`src/rtl/cba_pkg.sv`:
```
// rtl/cba_pkg.sv - sizing helpers and stage record layout for the pipelined carry-bypass adder
package cba_pkg;

    function automatic int NUM_GROUPS(input int width, input int block_w);
        return width / block_w;
    endfunction

    function automatic int SLICE_W(input int width, input int stages);
        return width / stages;
    endfunction

endpackage

// Stage record: partial sum fills from the LSB end; operands ride along whole.
`define CBA_STAGE_T(W) struct packed { \
    logic           valid; \
    logic           carry; \
    logic [(W)-1:0] psum;  \
    logic [(W)-1:0] a;     \
    logic [(W)-1:0] b;     \
}

```
`src/rtl/carry_bypass_block.sv`:
```
// rtl/carry_bypass_block.sv - one ripple group whose carry-out bypasses the ripple when fully propagating
module carry_bypass_block #(
    parameter int BLOCK_W = 4
) (
    input  logic [BLOCK_W-1:0] a,
    input  logic [BLOCK_W-1:0] b,
    input  logic               cin,
    output logic [BLOCK_W-1:0] s,
    output logic               cout
);

    logic [BLOCK_W-1:0] w_p;
    logic [BLOCK_W-1:0] w_g;
    logic               w_ripple;

    assign w_p = a ^ b;
    assign w_g = a & b;

    always_comb begin
        s        = '0;
        w_ripple = cin;
        for (int i = 0; i < BLOCK_W; i++) begin
            s[i]     = w_p[i] ^ w_ripple;
            w_ripple = w_g[i] | (w_p[i] & w_ripple);
        end
    end

    assign cout = (&w_p) ? cin : w_ripple;

endmodule

```
`src/rtl/pipelined_carry_bypass_adder.sv`:
```
// rtl/pipelined_carry_bypass_adder.sv - elastic STAGES-deep carry-bypass adder; CBA_SIGNED_OVERFLOW_EN adds a signed overflow output
module pipelined_carry_bypass_adder
    import cba_pkg::*;
#(
    parameter int WIDTH   = 32,
    parameter int BLOCK_W = 4,
    parameter int STAGES  = 2
) (
    input  logic             clk,
    input  logic             rst,
    input  logic             in_valid,
    output logic             in_ready,
    input  logic [WIDTH-1:0] in1,
    input  logic [WIDTH-1:0] in2,
    input  logic             c_in,
    output logic             out_valid,
    input  logic             out_ready,
    output logic [WIDTH-1:0] sum,
    output logic             c_out
`ifdef CBA_SIGNED_OVERFLOW_EN
    ,
    output logic             overflow
`endif
);

    localparam int S  = SLICE_W(WIDTH, STAGES);
    localparam int NG = NUM_GROUPS(S, BLOCK_W);

    typedef `CBA_STAGE_T(WIDTH) stage_t;

    if ((WIDTH % (BLOCK_W * STAGES)) != 0) begin : g_param_check
        $fatal(1, "WIDTH must be divisible by BLOCK_W*STAGES");
    end

    logic [STAGES-1:0] w_valid;
    logic [STAGES-1:0] w_up;
    logic [STAGES-1:0] w_load;
    logic [STAGES-1:0] w_unload;
    logic              w_dn_load;

    // Walk from the output back: a stage frees up when whatever sits below it takes its data.
    always_comb begin
        w_up      = '0;
        w_load    = '0;
        w_unload  = '0;
        w_up[0]   = in_valid;
        for (int k = 1; k < STAGES; k++) begin
            w_up[k] = w_valid[k-1];
        end
        w_dn_load = out_ready;
        for (int k = STAGES - 1; k >= 0; k--) begin
            w_unload[k] = w_valid[k] & w_dn_load;
            w_load[k]   = (~w_valid[k] | w_unload[k]) & w_up[k];
            w_dn_load   = w_load[k];
        end
    end

    assign in_ready = ~w_valid[0] | w_unload[0];

    for (genvar k = 0; k < STAGES; k++) begin : g_stage
        stage_t         w_src;
        stage_t         w_next;
        logic [S-1:0]   w_slice_sum;
        stage_t         r_stage;

        if (k == 0) begin : g_src_in
            assign w_src = '{valid: 1'b1, carry: c_in, psum: '0, a: in1, b: in2};
        end else begin : g_src_prev
            assign w_src = g_stage[k-1].r_stage;
        end

        for (genvar g = 0; g < NG; g++) begin : g_grp
            logic w_cin;
            logic w_cout;

            if (g == 0) begin : g_first
                assign w_cin = w_src.carry;
            end else begin : g_chain
                assign w_cin = g_grp[g-1].w_cout;
            end

            carry_bypass_block #(
                .BLOCK_W (BLOCK_W)
            ) u_blk (
                .a    (w_src.a[k*S + g*BLOCK_W +: BLOCK_W]),
                .b    (w_src.b[k*S + g*BLOCK_W +: BLOCK_W]),
                .cin  (w_cin),
                .s    (w_slice_sum[g*BLOCK_W +: BLOCK_W]),
                .cout (w_cout)
            );
        end

        always_comb begin
            w_next                 = w_src;
            w_next.valid           = 1'b1;
            w_next.carry           = g_grp[NG-1].w_cout;
            w_next.psum[k*S +: S]  = w_slice_sum;
        end

        // Data only moves on a load, so idle operand values never reach a valid record.
        always_ff @(posedge clk) begin
            if (rst) begin
                r_stage <= '0;
            end else if (w_load[k]) begin
                r_stage <= w_next;
            end else if (w_unload[k]) begin
                r_stage.valid <= 1'b0;
            end
        end

        assign w_valid[k] = r_stage.valid;
    end

    assign out_valid = g_stage[STAGES-1].r_stage.valid;
    assign sum       = g_stage[STAGES-1].r_stage.psum;
    assign c_out     = g_stage[STAGES-1].r_stage.carry;

`ifdef CBA_SIGNED_OVERFLOW_EN
    assign overflow = (g_stage[STAGES-1].r_stage.a[WIDTH-1] == g_stage[STAGES-1].r_stage.b[WIDTH-1])
                   && (g_stage[STAGES-1].r_stage.psum[WIDTH-1] != g_stage[STAGES-1].r_stage.a[WIDTH-1]);
`endif

    logic w_unused_bits;
    assign w_unused_bits = ^{g_stage[STAGES-1].r_stage.a, g_stage[STAGES-1].r_stage.b};

endmodule

```
`config.mk`:
```
export PLATFORM = sky130hd
export DESIGN_NAME = pipelined_carry_bypass_adder
export DESIGN_NICKNAME = d
export VERILOG_FILES = /design/src/rtl/cba_pkg.sv /design/src/rtl/carry_bypass_block.sv /design/src/rtl/pipelined_carry_bypass_adder.sv
export SDC_FILE = /design/constraint.sdc
export NUM_CORES = 1
export LEC_CHECK = 0
export ABC_AREA = 1
export BUFFER_PORTS_ARGS = -buffer_cell sky130_fd_sc_hd__buf_4
export CAP_MARGIN = 20
export CORE_ASPECT_RATIO = 1.1
export CORE_MARGIN = 2
export CORE_UTILIZATION = 57
export DETAILED_ROUTE_END_ITERATION = 10
export PLACE_DENSITY_LB_ADDON = 0.12
export SETUP_SLACK_MARGIN = 0.5
export SYNTH_ARGS = -nofsm -noshare
export SYNTH_HDL_FRONTEND = slang
export SYNTH_SLANG_ARGS = --single-unit
```
`constraint.sdc`:
```
create_clock -name clk -period 16.8 [get_ports clk]
set_clock_uncertainty 0.05 [all_clocks]
set_input_delay 1.68 -clock clk [delete_from_list [all_inputs] [get_ports clk]]
set_output_delay 1.68 -clock clk [all_outputs]
set_load 0.005 [all_outputs]
```
==> flow_summary.ini <==
[routing]
drt-initial-drc-count = 116
postRouteAntennaNets = 0
drt_pass1_iterations = 5
wire_per_inst_um = 12.5
remaining_drc_errors = 0
vias = 3367
vias_per_cell = 5.08
wirelength_um = 8310

[clocking]
cts_made_buffers = 9
ctsLongestPathBuffers = 2
cts_tree = done
cts_root_buf = clkbuf_8
cts_resized = 0
postCtsSetupRepairBufs = 0
cts_max_level = 3
numClockSinks = 84
clk_latency_ns = 0.35
clkSlewWorstSetupHoldPaths_ns = 0.08
holdBufCountCts = 0

[sta]
slew_headroom = 0.328
finalSetupTns_ns = 0
tightest_slew_ns = 1.01
fin_crit_ns = 8.91
setup-violations-final = 0
rsz0062_at_grt = no
hold_viol = 0
period_share = 0.530
fmax_mhz = 112
slew_viol_final = 0

[power]
total_power_uw = 445
p_leak_uw = 0.00242
power_density_nw_per_um2 = 86.7
ir_drop_uv = 51.7

[min_path]
hp-start = g_stage[0].r_stage[67]$_SDFFE_PP0P_
hold_class = flop to flop

[placed_design]
hpwl_um = 5950
place_congestion = 0.769
portBuffers = 103
dp_cells = 647

[final_layout]
diodes = 0
final_util = 0.729
nNetsFinal = 706
instances_no_fill = 663
syn_to_final_growth_pct = 22.9
drive_gt1_frac = 0.221

[critical_path]
arrival_ns = 9.14
critPathMaxFanout = 2
cp-start-kind = primary input
endpoint_kind = flop
crit_start = in1[0]
critical_path_class = primary input to flop
rr_startpoint = g_stage[1].g_grp[0].w_cin$_SDFFE_PP0P_
required_ns = 17.03

[die]
rows = 32
dieArea_um2 = 8030
start_util = 0.593
io_pins = 104
core_area_um2 = 7050
die_width_um = 85.6
die_y_um = 93.8

[logic_synthesis]
yosys.area.top_type_share = 0.403
synth_cells = 482
netlist_area_um2 = 4180
avgSynthCellArea_um2 = 8.67
yosysWarningCount = 0
yosysUniqueCellTypes = 20
synth.ff_latch_count = 84
yosysSeqAreaShare = 0.403
synth_fp_nets = 615
synth_top_cell_by_area = dfxtp_1
synth_area_leaders = dfxtp_1, fa_1, nor2_1

[global_route]
grt_pass1_wl_um = 13900
grt_max_degree = 83
grt_usage = 0.219
grt_pass1_vias = 3230
antenna_found_initial = 0
globalRouteOverflowTotal = 0

[run_status]
status = completed

[job]
max-cap-violations = 0
-- final timing paths --
kind	to	slack (ns)	cells after the start
max reg2reg	sum[31]$_SDFFE_PP0P_	8.87	27
max	g_stage[0].r_stage[79]$_SDFFE_PP0P_	7.89	28
min	g_stage[0].r_stage[67]$_SDFFE_PP0P_	0.43	2
min reg2reg	g_stage[0].r_stage[67]$_SDFFE_PP0P_	0.43	2
-- synthesized netlist by cell type --
master,number
o21ai_0,84
a21oi_1,12
inv_2,3
clkinv_1,1
nand2_1,20
nand3_2,1
clkbuf_2,1
nor2_1,156
nand2_2,1
fa_1,32
o21bai_1,2
clkbuf_1,14
or2_2,2
buf_6,4
inv_1,16
buf_2,5
ha_1,32
nand3_1,6
and2_1,6
dfxtp_1,84
-- through the flow --
stage	setup slack [ns]	hold WS, ns	area, um2
finish	7.89	0.430	5130
global route	7.54	0.455	5130
floorplan	7.98	0.399	4180
CTS	7.86	0.435	5130
global placement	7.64	0.407	4940
detailed placement	7.49	0.416	4940
-- logic make-up after synthesis --
family                     count (synthesis)  synth area share
and+or+nand+nor                          192             0.181
AOI/OAI and AO/OA                         98             0.119
DFF                                       84             0.403
adders and majority gates                 64             0.249
buffers and inverters                     44            0.0485
-- state kept, by name, summed over array words and instances (netlist names) --
name / count
sum: 32
g_stage.g_grp.w_cin: 1
out_valid: 1
g_stage.r_stage: 49
c_out: 1
-- where the power goes --
group	leakage, uW	total (uW)	internal, uW	switching, uW
registers	0.000696	226	215	10.9
clock network	0.0000913	137	66.3	71.1
logic	0.00163	81.8	40.3	41.4
-- worst max-delay path, stage by stage --
cell and delay, ns:
buf_4 0.12, inv_1 0.07, fa_1 0.18, inv_1 0.05, fa_1 0.37, fa_1 0.39
fa_1 0.36, o21bai_1 0.17, and2_1 0.15, fa_1 0.38, fa_1 0.41, fa_1 0.39
fa_1 0.36, o21ai_0 0.10, and2_1 0.16, inv_1 0.05, fa_1 0.37, fa_1 0.39
fa_1 0.39, fa_1 0.36, or2_2 0.30, and2_1 0.17, fa_1 0.38, fa_1 0.39
fa_1 0.36, inv_1 0.08, fa_1 0.41, a21oi_1 0.13
-- layer usage --
layer  wire length, um  part of all wire  track usage  vias up
li1                  -                 -            -     1705
met1              3450              0.41        0.260     1562
met2              4210              0.51        0.384       87
met3               475             0.057       0.0395       13
met4               180             0.022       0.0992        0
met5                 0                 0            0        -
-- layout make-up --
cell class,instances,area (um2)
clock inverters,4,31.3
fillers,549,1910
inverters,20,75.1
well taps,85,106
repair buffers,104,781
multi-input cells,354,2290
clock buffers,12,165
flip-flops and latches,84,1680
-- cell usage in the layout (no fill, tap or decap) --
cell type	instances
and2_1	6
dfxtp_1	84
ha_1	32
inv_1	16
a21oi_1	12
o21bai_1	2
fa_1	32
nand3_2	1
nand3_1	6
inv_6	1
inv_2	4
o21ai_0	84
nand2_1	20
nand2_2	1
nor2_1	156
or2_2	2
clkinvlp_4	3
buf_4	104
clkbuf_8	12
Power figures use the tool's default switching activity.
